==> src/rtl/dds_note_player_pkg.sv <==
// Shared definitions for the DDS note player.
// - FSM state encodings (IDLE, PLAY, GAP) as plain 2-bit constants.
// - Power-on tuning-word defaults.
// - default_k(): returns the default tuning word for a table index.
package dds_pkg;

  localparam logic [1:0] ST_IDLE = 2'd0;
  localparam logic [1:0] ST_PLAY = 2'd1;
  localparam logic [1:0] ST_GAP  = 2'd2;

  localparam logic [31:0] K_DEF_1 = 32'd522627;
  localparam logic [31:0] K_DEF_2 = 32'd586652;
  localparam logic [31:0] K_DEF_3 = 32'd658488;
  localparam logic [31:0] K_DEF_4 = 32'd697642;
  localparam logic [31:0] K_DEF_5 = 32'd783062;
  localparam logic [31:0] K_DEF_6 = 32'd878970;
  localparam logic [31:0] K_DEF_7 = 32'd986603;

  // Index 0 is the rest note.
  // Indices above 7 only exist for wider note fields and default to silence.
  function automatic logic [31:0] default_k(input int unsigned idx);
    case (idx)
      1:       return K_DEF_1;
      2:       return K_DEF_2;
      3:       return K_DEF_3;
      4:       return K_DEF_4;
      5:       return K_DEF_5;
      6:       return K_DEF_6;
      7:       return K_DEF_7;
      default: return 32'd0;
    endcase
  endfunction

endpackage

==> src/rtl/dds_note_player_if.sv <==
// Command and tuning-table write bus of the DDS note player.
// - master: the melody source (ROM sequencer or CPU).
//   Drives cmd_valid/cmd_note/cmd_oct/cmd_dur and the k_wr_* table write strobe.
//   Receives cmd_ready.
// - slave: the note player.
interface dds_note_player_if #(
  parameter int NOTE_W = 3,
  parameter int OCT_W  = 2,
  parameter int DUR_W  = 8,
  parameter int K_W    = 24
);
  logic              cmd_valid;
  logic              cmd_ready;
  logic [NOTE_W-1:0] cmd_note;
  logic [OCT_W-1:0]  cmd_oct;
  logic [DUR_W-1:0]  cmd_dur;
  logic              k_wr_en;
  logic [NOTE_W-1:0] k_wr_addr;
  logic [K_W-1:0]    k_wr_data;

  modport master (
    output cmd_valid, cmd_note, cmd_oct, cmd_dur, k_wr_en, k_wr_addr, k_wr_data,
    input  cmd_ready
  );

  modport slave (
    input  cmd_valid, cmd_note, cmd_oct, cmd_dur, k_wr_en, k_wr_addr, k_wr_data,
    output cmd_ready
  );
endinterface

==> src/rtl/dds_phase_acc.sv <==
// Phase accumulator with synchronous clear and enable.
// Ports:
// - clk, rst_n: clock and asynchronous active-low reset.
// - clear: zero the accumulator on the next edge; has priority over enable.
// - enable: add incr on the next edge (modulo 2^ACC_W).
// - incr: per-clock phase increment.
// - phase: current accumulator value.
module dds_phase_acc #(
  parameter int ACC_W = 32
) (
  input  logic             clk,
  input  logic             rst_n,
  input  logic             clear,
  input  logic             enable,
  input  logic [ACC_W-1:0] incr,
  output logic [ACC_W-1:0] phase
);

  logic [ACC_W-1:0] phase_q, phase_d;

  always_comb begin
    phase_d = phase_q;
    if (clear)       phase_d = '0;
    else if (enable) phase_d = phase_q + incr;
  end

  always_ff @(posedge clk or negedge rst_n) begin
    if (!rst_n) phase_q <= '0;
    else        phase_q <= phase_d;
  end

  assign phase = phase_q;

endmodule

==> src/rtl/dds_note_player.sv <==
// DDS note player.
// Plays timed note commands as a phase-accumulator square wave, using:
// - a writable tuning table;
// - an octave shift;
// - a per-note duration in ticks;
// - a silent articulation gap after each note.
// Ports:
// - clk, rst: system clock and asynchronous active-low reset.
// - bus: slave side of the command / tuning-table write interface.
// - tone_out: square-wave output (MSB of phase while a non-rest note plays).
// - phase: current accumulator value.
// - busy: a note or its gap is in progress.
// - note_done: one-cycle pulse after a note, including its gap, completes.
module dds_note_player
  import dds_pkg::*;
#(
  parameter int ACC_W    = 32,
  parameter int K_W      = 24,
  parameter int NOTE_W   = 3,
  parameter int OCT_W    = 2,
  parameter int DUR_W    = 8,
  parameter int TICK_DIV = 1000000,
  parameter int GAP_CLKS = 50000
) (
  input  logic               clk,
  input  logic               rst,
  dds_note_player_if.slave   bus,
  output logic               tone_out,
  output logic [ACC_W-1:0]   phase,
  output logic               busy,
  output logic               note_done
);

  localparam int TICK_W = (TICK_DIV > 1) ? $clog2(TICK_DIV) : 1;
  localparam int GAP_W  = (GAP_CLKS > 1) ? $clog2(GAP_CLKS) : 1;
  localparam int K_N    = 2 ** NOTE_W;
  localparam logic [TICK_W-1:0] TICK_LAST = TICK_W'(TICK_DIV - 1);
  localparam logic [GAP_W-1:0]  GAP_LAST  = GAP_W'((GAP_CLKS > 0) ? GAP_CLKS - 1 : 0);
  // Where a note goes once its tone part is over (or skipped when dur = 0).
  localparam logic [1:0] ST_POST = (GAP_CLKS > 0) ? ST_GAP : ST_IDLE;

  logic [1:0]        state_q, state_d;
  logic [TICK_W-1:0] tick_q, tick_d;
  logic [DUR_W-1:0]  dur_cnt_q, dur_cnt_d;
  logic [GAP_W-1:0]  gap_q, gap_d;
  logic [NOTE_W-1:0] note_q, note_d;
  logic [OCT_W-1:0]  oct_q, oct_d;
  logic [DUR_W-1:0]  dur_q, dur_d;
  logic              note_done_q, note_done_d;
  logic [K_W-1:0]    k_q [K_N];
  logic [K_W-1:0]    k_d [K_N];

  logic              acc_clear, acc_en;
  logic [ACC_W-1:0]  incr;

  // The table is read with the latched note, so a write to the playing entry
  // takes effect on the very next increment.
  assign incr = ACC_W'(k_q[note_q]) << oct_q;

  always_comb begin
    state_d     = state_q;
    tick_d      = tick_q;
    dur_cnt_d   = dur_cnt_q;
    gap_d       = gap_q;
    note_d      = note_q;
    oct_d       = oct_q;
    dur_d       = dur_q;
    note_done_d = 1'b0;
    acc_clear   = 1'b0;
    acc_en      = 1'b0;
    k_d         = k_q;

    if (bus.k_wr_en) k_d[bus.k_wr_addr] = bus.k_wr_data;

    case (state_q)
      ST_IDLE: begin
        if (bus.cmd_valid) begin
          note_d    = bus.cmd_note;
          oct_d     = bus.cmd_oct;
          dur_d     = bus.cmd_dur;
          tick_d    = '0;
          dur_cnt_d = '0;
          gap_d     = '0;
          acc_clear = 1'b1;
          state_d   = (bus.cmd_dur == '0) ? ST_POST : ST_PLAY;
        end
      end
      ST_PLAY: begin
        acc_en = 1'b1;
        if (tick_q == TICK_LAST) begin
          tick_d    = '0;
          dur_cnt_d = dur_cnt_q + DUR_W'(1);
          // dur_q >= 1 here, so the subtraction cannot underflow.
          if (dur_cnt_q == dur_q - DUR_W'(1)) begin
            state_d     = ST_POST;
            gap_d       = '0;
            note_done_d = (ST_POST == ST_IDLE);
          end
        end else begin
          tick_d = tick_q + TICK_W'(1);
        end
      end
      ST_GAP: begin
        if (gap_q == GAP_LAST) begin
          state_d     = ST_IDLE;
          note_done_d = 1'b1;
        end else begin
          gap_d = gap_q + GAP_W'(1);
        end
      end
      default: state_d = ST_IDLE;
    endcase
  end

  always_ff @(posedge clk or negedge rst) begin
    if (!rst) begin
      state_q     <= ST_IDLE;
      tick_q      <= '0;
      dur_cnt_q   <= '0;
      gap_q       <= '0;
      note_q      <= '0;
      oct_q       <= '0;
      dur_q       <= '0;
      note_done_q <= 1'b0;
      for (int i = 0; i < K_N; i++) k_q[i] <= K_W'(default_k(i));
    end else begin
      state_q     <= state_d;
      tick_q      <= tick_d;
      dur_cnt_q   <= dur_cnt_d;
      gap_q       <= gap_d;
      note_q      <= note_d;
      oct_q       <= oct_d;
      dur_q       <= dur_d;
      note_done_q <= note_done_d;
      k_q         <= k_d;
    end
  end

  dds_phase_acc #(.ACC_W(ACC_W)) u_acc (
    .clk    (clk),
    .rst_n  (rst),
    .clear  (acc_clear),
    .enable (acc_en),
    .incr   (incr),
    .phase  (phase)
  );

  assign bus.cmd_ready = (state_q == ST_IDLE);
  assign busy          = (state_q != ST_IDLE);
  assign note_done     = note_done_q;
  assign tone_out      = phase[ACC_W-1] & (state_q == ST_PLAY) & (note_q != '0);

endmodule

==> src/flat_wrapper.sv <==
// flat-port wrapper written by rule: the top's interface ports become plain ports
module dds_note_player_flat import dds_pkg::*;
#(
  parameter int ACC_W    = 32,
  parameter int K_W      = 24,
  parameter int NOTE_W   = 3,
  parameter int OCT_W    = 2,
  parameter int DUR_W    = 8,
  parameter int TICK_DIV = 1000000,
  parameter int GAP_CLKS = 50000
)
  (clk, rst, tone_out, phase, busy, note_done, bus_cmd_valid, bus_cmd_note, bus_cmd_oct, bus_cmd_dur, bus_k_wr_en, bus_k_wr_addr, bus_k_wr_data, bus_cmd_ready);
  dds_note_player_if #(.NOTE_W(NOTE_W), .OCT_W(OCT_W), .DUR_W(DUR_W), .K_W(K_W)) bus_i ();
  input  logic clk;
  input  logic rst;
  output logic tone_out;
  output logic [ACC_W-1:0] phase;
  output logic busy;
  output logic note_done;
  input wire logic [$bits(bus_i.cmd_valid)-1:0] bus_cmd_valid;
  input wire logic [$bits(bus_i.cmd_note)-1:0] bus_cmd_note;
  input wire logic [$bits(bus_i.cmd_oct)-1:0] bus_cmd_oct;
  input wire logic [$bits(bus_i.cmd_dur)-1:0] bus_cmd_dur;
  input wire logic [$bits(bus_i.k_wr_en)-1:0] bus_k_wr_en;
  input wire logic [$bits(bus_i.k_wr_addr)-1:0] bus_k_wr_addr;
  input wire logic [$bits(bus_i.k_wr_data)-1:0] bus_k_wr_data;
  output wire logic [$bits(bus_i.cmd_ready)-1:0] bus_cmd_ready;
  assign bus_i.cmd_valid = bus_cmd_valid;
  assign bus_i.cmd_note = bus_cmd_note;
  assign bus_i.cmd_oct = bus_cmd_oct;
  assign bus_i.cmd_dur = bus_cmd_dur;
  assign bus_i.k_wr_en = bus_k_wr_en;
  assign bus_i.k_wr_addr = bus_k_wr_addr;
  assign bus_i.k_wr_data = bus_k_wr_data;
  assign bus_cmd_ready = bus_i.cmd_ready;
  dds_note_player #(.ACC_W(ACC_W), .K_W(K_W), .NOTE_W(NOTE_W), .OCT_W(OCT_W), .DUR_W(DUR_W), .TICK_DIV(TICK_DIV), .GAP_CLKS(GAP_CLKS)) u_core (.clk(clk), .rst(rst), .bus(bus_i), .tone_out(tone_out), .phase(phase), .busy(busy), .note_done(note_done));
endmodule
==> config.mk <==
export PLATFORM = sky130hd
export DESIGN_NAME = dds_note_player_flat
export DESIGN_NICKNAME = d
export VERILOG_FILES = /design/src/rtl/dds_note_player_pkg.sv /design/src/rtl/dds_note_player_if.sv /design/src/rtl/dds_phase_acc.sv /design/src/rtl/dds_note_player.sv /design/src/flat_wrapper.sv
export SDC_FILE = /design/constraint.sdc
export NUM_CORES = 1
export LEC_CHECK = 0
export ABC_AREA = 1
export CORE_AREA = 2 2 206 208
export DETAILED_ROUTE_END_ITERATION = 16
export DIE_AREA = 0 0 208 210
export GPL_TIMING_DRIVEN = 0
export REMOVE_ABC_BUFFERS = 1
export SLEW_MARGIN = 20
export SYNTH_ARGS = -nofsm -noshare
export SYNTH_HDL_FRONTEND = slang
export SYNTH_HIERARCHICAL = 1
export SYNTH_SLANG_ARGS = --single-unit
==> constraint.sdc <==
create_clock -name clk -period 3.9 [get_ports clk]
set_input_delay 1.17 -clock clk [delete_from_list [all_inputs] [get_ports clk]]
set_output_delay 1.17 -clock clk [all_outputs]
set_load 0.03 [all_outputs]
==> results.cfg, run 1 <==
[outcome]
outcome = finished clean

[cells_and_area]
final_common_cell = nand2_1
syn2layout_area_growth_pct = 16.46
num_antenna_cells = 0
drive_above_1_share_pct = 11.06
final_cell_mix = nand2_1 (713), o21ai_0 (309), nor2_1 (211), inv_1 (205), dfrtp_1 (204)
layoutNonFillerInstCount = 2889
final_nets = 2403
utilization_pct = 46.19

[floorplanning]
fp.coreArea_mm2 = 0.04148
initial_core_util_pct = 39.67
dieArea_mm2 = 0.04368
die-height_um = 210
ioPinCount = 80
dieWidth_um = 208
fp-row-count = 75

[placed_design]
globalplace.congestion = 0.9195
place_hpwl_um = 29720
dp.cells = 2817
port-buffer-count = 79
pre_cts_ws_ns = -0.3207

[power_and_ir_drop]
p_leak_nw = 9.020
ir_worst_vdd_mv = 0.2902
p_sw_mw = 4.286
p_comb_share_pct = 35.9
pwr-share-clk_pct = 28.4
powerDensity_mw_per_mm2 = 592.3
p_seq_share_pct = 35.7
p_int_mw = 7.063
swShare_pct = 37.76

[clock_network]
cts_made_buffers = 35
htree_levels = 2
cts_tree = yes
clk_transition_reported_paths_ns = 0.05
clock_path_buffers = 3
clock-sinks = 284
clock_latency_ns = 0.55
cts-hold-fix-buffers = 0
clock-root-buffer = clkbuf_16

[critical_path]
cp_num_buf_inv = 2
r2r-start = u_core/note_q[1]
cp_top_family = simple AND/OR/NAND/NOR gates
critPathKind = reg -> out
r2r-end = u_core/u_acc/phase[28]
critPathMaxFanout = 15
rr_worst_depth = 18
worstPathArrival_ns = 2.50
cp_cell_sequence = inv_2 -> nor2_2 -> nand2_1 -> a31oi_2 -> dlygate4sd2_1
required_ns = 2.73
slowest_delay_ns = 0.66
endpoint_kind = primary output
slowest_stage = nor2_2
regToRegSetupSlack_ns = 0.33
startpoint_type = flip-flop

[logic_synthesis]
synth.yosys.seq_area_share_pct = 43.78
yosysWarnings = 6
ys_types = 48
synth_edf_count = 0
synth_largest_area_cell = dfrtp_1
yosysTopAreaCellShare_pct = 31.49
ys_async_sr_fraction_pct = 100.0
yosys_register_bits = 284
synth.area.top_cells = dfrtp_1 (31%), nand2_1 (16%), dfstp_2 (12%), o21ai_0 (9.4%), nor2_1 (4.9%)
postSynthCellCount = 2281
avgSynthCellArea_um2 = 7.213
synth_area_mm2 = 0.01645
synth-main-ff-cell = dfrtp_1

[detailed_routing]
drc = 0
ant_nets = 0
viasPerCell = 5.099
routed_wl_um = 44620
first_pass_iters = 5
routed-via-count = 14730
drt-initial-drc-count = 1002
wire_per_inst_um = 15.44

[sta]
min_period_ns = 3.669
rsz0062_at_grt = false
slew_viol_final = 0
tightest_slew_ns = 0.8657
fmax_mhz = 272.5
finalHoldViolations = 0
fin_skew_ns = 0.02946
timing.final.ws_setup_ns = 0.2307
finalSetupViolCount = 0
period_share_pct = 94.09
max-slew-margin-rel_pct = 42.22
tns_ns = 0

[global_route]
grt_pass1_vias = 13720
grt_pass1_wl_um = 72150
overflow = 0
grt_max_degree = 91
track_usage_pct = 20.45
antenna_found_initial = 0

[hold_path]
hold_start = u_core/k_q[166]
hold_end = u_core/k_q[166]
hp-class = reg -> reg
hold_depth = 2

[job]
cap_viol_max_count = 0
==> state kept, by name (all words and copies together), names as in the netlist <==
name / count
u_core/u_acc/phase: 32
u_core/tick_q: 20
u_core/note_done: 1
u_core/dur_q: 8
u_core/k_q: 192
u_core/state_q: 2
u_core/oct_q: 2
u_core/dur_cnt_q: 8
u_core/note_q: 3
u_core/gap_q: 16
==> through the flow <==
stage          area (µm²)  power, mW  hold slack [ns]
5_1_grt             19160      12.17           0.4898
6_report            19160      11.35           0.4808
3_5_place_dp        17860      8.125           0.4677
4_1_cts             19090      11.44           0.4823
3_3_place_gp        17480      8.035           0.4601
2_1_floorplan       16010      6.803           0.4478
==> power groups by stage <==
stage | sequential, mW | combinational (mW) | clock, mW
final | 4.05 | 4.07 | 3.23
after global routing | 4.12 | 4.60 | 3.44
after CTS | 4.05 | 4.05 | 3.33
after detailed placement | 4.11 | 4.01 | 0
after global placement | 4.11 | 3.92 | 0
after floorplan | 4.31 | 2.49 | 0
==> worst register-to-register path: cells and delay by family, from the launching register on <==
kind,cells,cell delay [ns]
and+or+nand+nor,10,1.04
AOI/OAI and AO/OA,4,0.79
DFF,1,0.69
buffers and inverters,3,0.50
adders and majority gates,1,0.43
==> worst max path at each step <==
stage,startpoint,end,slack (ns),cells after the start
after floorplan,u_core/note_q[0],u_core/u_acc/phase[29],-1.02,20
after global placement,rst,u_core/dur_cnt_q[6],-10.85,1
after detailed placement,u_core/note_q[0],u_core/u_acc/phase[24],-0.32,19
after CTS,u_core/note_q[2],u_core/u_acc/phase[26],0.07,17
after global routing,u_core/note_q[1],u_core/u_acc/phase[24],0.02,18
final,u_core/state_q[0],tone_out,0.23,5
==> cells by family after synthesis <==
| logic type | Yosys count | share of synthesized area (%) |
|---|---|---|
| xor+xnor | 28 | 1.491 |
| compound gates | 453 | 14.65 |
| simple gates | 1151 | 29.36 |
| fa+ha+maj | 36 | 2.783 |
| mux | 1 | 0.06084 |
| buf+inv | 327 | 7.848 |
| flops | 284 | 43.78 |
| other cells | 1 | 0.02279 |
==> what timing repair did <==
action | in CTS | in global routing
cloned | 1 | 1
setup endpoints to repair | 28 | 20
gates resized for setup | 7 | 8
buffers inserted | 4 | 2
==> Yosys cell counts (all sizes together) (3+ instances only) <==
master / number
inv: 223
dfstp: 77
xnor2: 8
buf: 35
a21oi: 41
o31ai: 7
xor2: 20
o21ai: 355
or2: 8
ha: 35
dfrtp: 207
nor3: 24
nor2: 231
a32o: 3
and2: 4
o22ai: 15
nand2: 749
nor4: 3
nand3: 110
o21bai: 3
clkbuf: 69
nand4: 19
nand3b: 3
o211ai: 26
==> area by class of cell <==
cell class	count	area [µm²]
fill	4169	22320
clock inverter	8	83.83
timing repair buffer	104	1221
multi-input combinational	1674	8018
tap	539	674.4
clock buffer	56	1066
inverter	223	874.6
timing repair inverter	1	7.507
sequential	284	7214
==> metal layers <==
metal | track usage (%) | share of wire [%] | vias to the layer above
met1 | 27.58 | 46 | 6901
met4 | 7.141 | 2.9 | 0
met3 | 2.905 | 5.0 | 69
li1 | - | - | 7419
met5 | 0 | 0 | -
met2 | 33.80 | 46 | 341
No activity file was read; power rests on OpenSTA's default activity.
==> run 2, diff against run 1 <==
--- a/config.mk
+++ b/config.mk
@@ -6,10 +6,11 @@
 export NUM_CORES = 1
 export LEC_CHECK = 0
 export ABC_AREA = 1
-export CORE_AREA = 2 2 206 208
+export CORE_AREA = 2 2 185 187
 export DETAILED_ROUTE_END_ITERATION = 16
-export DIE_AREA = 0 0 208 210
+export DIE_AREA = 0 0 187 189
 export GPL_TIMING_DRIVEN = 0
+export PLACE_DENSITY = 0.67
 export REMOVE_ABC_BUFFERS = 1
 export SLEW_MARGIN = 20
 export SYNTH_ARGS = -nofsm -noshare
==> results.cfg, run 2 (synthesized netlist as in run 1, its figures left out) <==
[outcome]
outcome = finished clean

[floorplanning]
initial_core_util_pct = 49.43
fp-row-count = 67
ioPinCount = 80
fp.coreArea_mm2 = 0.03328
dieWidth_um = 187
die-height_um = 189
dieArea_mm2 = 0.03534

[clock_network]
clock-root-buffer = clkbuf_16
cts_tree = yes
htree_levels = 2
clk_transition_reported_paths_ns = 0.05
cts_made_buffers = 35
clock_path_buffers = 3
clock_latency_ns = 0.54
cts-hold-fix-buffers = 0
clock-sinks = 284

[detailed_routing]
viasPerCell = 5.297
ant_nets = 0
routed_wl_um = 43240
first_pass_iters = 5
drt-initial-drc-count = 1125
routed-via-count = 14810
wire_per_inst_um = 15.47
drc = 0

[sta]
tightest_slew_ns = 0.7771
fmax_mhz = 266.1
fin_skew_ns = 0.02663
finalSetupViolCount = 0
slew_viol_final = 0
timing.final.ws_setup_ns = 0.1416
period_share_pct = 96.37
tns_ns = 0
rsz0062_at_grt = false
min_period_ns = 3.758
max-slew-margin-rel_pct = 48.19
finalHoldViolations = 0

[job]
cap_viol_max_count = 0

[global_route]
grt_pass1_vias = 13920
antenna_found_initial = 1
grt_max_degree = 92
track_usage_pct = 24.84
overflow = 0
grt_pass1_wl_um = 71490

[cells_and_area]
final_cell_mix = nand2_1 (713), o21ai_0 (309), nor2_1 (211), inv_1 (205), dfrtp_1 (204)
fillCellCount = 3121
largest_reg_flops = 192
syn2layout_area_growth_pct = 16.24
drive_above_1_share_pct = 11.08
seqCellArea_mm2 = 0.007214
multi_input_area_mm2 = 0.008013
top_register = u_core/k_q
layoutNonFillerInstCount = 2796
final_nets = 2400
final_common_cell = nand2_1

[power_and_ir_drop]
powerDensity_mw_per_mm2 = 607.5
total_power_mw = 11.62
p_leak_nw = 9.058
ir_worst_vdd_mv = 0.3799

[critical_path]
worstPathArrival_ns = 2.59
required_ns = 2.73
crit_path_end = tone_out
crit_start = u_core/note_q[2]
critPathKind = reg -> out
endpoint_kind = primary output
r2r-end = u_core/u_acc/phase[28]
regToRegSetupSlack_ns = 0.31
startpoint_type = flip-flop
r2r-start = u_core/note_q[2]
critPathMaxFanout = 27
rr_worst_depth = 19

[hold_path]
hp-class = reg -> reg
hold_start = u_core/k_q[66]
hold_depth = 2

[placed_design]
port-buffer-count = 79
dp.cells = 2725
globalplace.congestion = 0.9325
pre_cts_ws_ns = -0.1771
place_hpwl_um = 28500
==> run 2: changes by cell type in the layout (fill, tap and decap cells not counted), moves of 2 or more <==
cell | previous run | this run
clkinv_2 | 4 | 8
bufinv_16 | 1 | 7
buf_4 | 7 | 5
clkbuf_16 | 37 | 35
buf_16 | 6 | 8
clkbuf_8 | 9 | 4
clkbuf_1 | 11 | 6
==> run 2: power by group <==
part | internal (mW) | leakage [nW] | switching [mW]
Clock | 2.21 | 0.620 | 1.33
Sequential | 3.63 | 3.30 | 0.408
Combinational | 1.48 | 5.14 | 2.55
Total | 7.33 | 9.06 | 4.29
==> run 2: area by class of cell <==
class	instances	share of cell area (%)
multi-input combinational	1674	41.90
inverter	223	4.462
clock inverter	19	1.636
tap	448	2.931
timing repair inverter	1	0.03926
antenna	1	0.01309
clock buffer	45	4.986
sequential	284	37.73
timing repair buffer	101	6.307
==> run 2: metal layers <==
layer	part of all wire (%)	global-route usage, %	wire (µm)
met3	4.7	2.929	2018
met1	46	33.87	19900
met4	2.2	6.960	969
met2	47	41.95	20360
met5	0	0	0
==> run 2: what timing repair did <==
item,in CTS,in global routing
endpoints found under the setup margin,20,10
resized for setup,5,3
cloned,1,0
setup buffers,5,0
==> run 2: critical path, cell delays in order, from the launching register on <==
cell             delay, ns
dfrtp_4               0.74
clkinvlp_4            0.28
a31oi_1               0.31
clkdlybuf4s50_1       0.73
==> run 2: worst min path at each step <==
stage / to / slack [ns]
floorplan: u_core/k_q[102] / 0.45
global placement: u_core/k_q[149] / 0.46
detailed placement: u_core/k_q[142] / 0.47
CTS: u_core/k_q[142] / 0.48
global route: u_core/k_q[58] / 0.49
finish: u_core/k_q[66] / 0.48
==> run 2: metrics by stage <==
| stage | util [%] | hold WS (ns) | area [µm²] |
|---|---|---|---|
| floorplan | - | 0.4478 | 16010 |
| global placement | 52.17 | 0.4607 | 17360 |
| detailed placement | 53.32 | 0.4681 | 17740 |
| CTS | 57.43 | 0.4819 | 19110 |
| global route | 57.45 | 0.4943 | 19120 |
| finish | 57.46 | 0.4801 | 19120 |
==> edit (settings of run 2) <==
`TICK_DIV` is set to 1000000 in 2 places; all go to 4000000.
--- a/src/rtl/dds_note_player.sv
+++ b/src/rtl/dds_note_player.sv
@@ -19,7 +19,7 @@
   parameter int NOTE_W   = 3,
   parameter int OCT_W    = 2,
   parameter int DUR_W    = 8,
-  parameter int TICK_DIV = 1000000,
+  parameter int TICK_DIV = 4000000,
   parameter int GAP_CLKS = 50000
 ) (
   input  logic               clk,
--- a/src/flat_wrapper.sv
+++ b/src/flat_wrapper.sv
@@ -6,7 +6,7 @@
   parameter int NOTE_W   = 3,
   parameter int OCT_W    = 2,
   parameter int DUR_W    = 8,
-  parameter int TICK_DIV = 1000000,
+  parameter int TICK_DIV = 4000000,
   parameter int GAP_CLKS = 50000
 )
   (clk, rst, tone_out, phase, busy, note_done, bus_cmd_valid, bus_cmd_note, bus_cmd_oct, bus_cmd_dur, bus_k_wr_en, bus_k_wr_addr, bus_k_wr_data, bus_cmd_ready);
Check against the original RTL: not settled (the Yosys comparison gave no result); the edit may change what the design does.
==> edit against run 2 <==
- worst setup slack gained 24 ps
- synthesized area shrank 0.31%
- combinational power grew 31%
- sequential cell count grew 2
- power grew 9.7%
- routed wire length shrank 1.5%
- first-iteration DRC count shrank 5.3%
- sequential power grew 6.4%
- final area shrank 0.57%
- critical endpoint unchanged
- highest routed layer unchanged
==> edit: results (changes against run 2) <==
[critical_path]
worstPathMaxFanout=11  ; -59%
r2r_slack_ps=360  ; +50 ps
crit_slowest_cell=clkdlybuf4s50_1
r2r-end=u_core/u_acc/phase[24]$_DFFE_PN0P_
setup.worst_path.start=u_core/state_q[1]$_DFFE_PN0P_

[detailed_routing]
wirelength_microns=42600  ; -1.5%
drt_iter0_drc=1065  ; -5.3%
num_vias=14712  ; -0.67%
wire_per_inst_microns=15.3  ; -1.3%

[hold_path]
worstHoldEndpoint=u_core/k_q[149]$_DFFE_PN0P_
hp-start=u_core/k_q[149]$_DFFE_PN0P_

[global_routing]
antenna_found_initial=0  ; -1
grt_pass1_wl_microns=70400  ; -1.5%

[clocking]
cts_buffers=34  ; -2.9%
insertion_delay_ps=520  ; -20 ps

[layout]
drive_gt1_frac=0.0994  ; -0.0114
nets=2398  ; -0.083%
diodes=0  ; -1

[synth]
synth.top_cells.by_area=dfrtp_1 32%, nand2_1 16%, dfstp_2 12%
synth_compound_area_frac=0.146  ; about the same
netlist_instances=2275  ; -0.26%
yosysSeqAreaShare=0.442  ; +0.00442
synthTopCellsByCount=717 x nand2_1, 354 x o21ai_0, 221 x nor2_1
synthAdderAreaFrac=0.0279  ; +0.0000871
synth-xor-area-share=0.0171  ; +0.00218
synth.area.mux_share=0.00183  ; +0.00122

[run_status]
status=finished clean

[sta]
finalHoldWorstSlack_ps=481  ; +0.593 ps
fin_skew_ps=21.6  ; -5.06 ps

[pwr]
p_leak_nw=9.07  ; +0.11%
ir_drop_v=0.000396  ; +4.2%

[placement]
dp_hpwl_microns=28500  ; -0.16%
place_congestion=0.925  ; -0.77%

-- edit: tightest hold or removal path: cells and delay by family, from the launching register on --
| family | cells | cell delay [ps] |
|---|---|---|
| flip-flops | 1 | 340 |
| AND/OR/NAND/NOR | 1 | 50 |
| AO/OA/AOI/OAI | 1 | 60 |
-- edit: routing by layer --
metal / vias to the layer above / wire (microns) / global-route usage
li1: 7391 / - / -
met1: 6889 / 20200 / 0.336
met2: 372 / 19300 / 0.400
met3: 60 / 2280 / 0.0330
met4: 0 / 845 / 0.0644
met5: - / 0 / 0
-- edit: worst max-delay path by stage --
| stage | endpoint | slack (ps) | cells past startpoint |
|---|---|---|---|
| 6_report | tone_out | 170 | 4 |
| 3_3_place_gp | u_core/gap_q[5]$_DFFE_PN0P_ | -10690 | 1 |
| 3_5_place_dp | u_core/u_acc/phase[24]$_DFFE_PN0P_ | -70 | 17 |
| 2_1_floorplan | u_core/u_acc/phase[31]$_DFFE_PN0P_ | -1030 | 19 |
| 4_1_cts | tone_out | 50 | 3 |
| 5_1_grt | u_core/u_acc/phase[24]$_DFFE_PN0P_ | 60 | 19 |
-- edit: through the flow --
step | utilization | power, mW | worst slack (ps) | area, sq um
after floorplan | - | 7.95 | -1030 | 16000
after global placement | 0.521 | 9.40 | -10690 | 17300
after detailed placement | 0.535 | 9.55 | -74.0 | 17800
after CTS | 0.569 | 12.7 | 48.1 | 18900
after global routing | 0.571 | 13.7 | 61.8 | 19000
final | 0.571 | 12.7 | 165 | 19000
-- edit: cell families after synthesis --
group / after synthesis
other: 1
AND/OR/NAND/NOR: 1136
flip-flops: 286
multiplexers: 3
buffers and inverters: 328
XOR/XNOR: 32
adder cells (fa/ha/maj): 36
AO/OA/AOI/OAI: 453
-- edit: report_power, final --
group	switching, mW	leakage (nW)	internal, mW
clock	1.26	0.562	1.87
sequential	0.547	3.40	3.75
combinational	3.38	5.11	1.93
-- edit: area by class of cell --
cell class / count / area share
clock inverter: 11 / 0.00441
inverter: 227 / 0.0457
timing repair inverter: 1 / 0.000395
timing repair buffer: 103 / 0.0662
clock buffer: 51 / 0.0550
sequential: 286 / 0.382
tap: 448 / 0.0295
multi-input combinational: 1665 / 0.417
-- edit: timing repair --
action	in CTS	in global routing
hold buffers	0	0
setup endpoints to repair	11	23
setup buffers	1	4
gates resized for setup	3	4
gates cloned	1	0
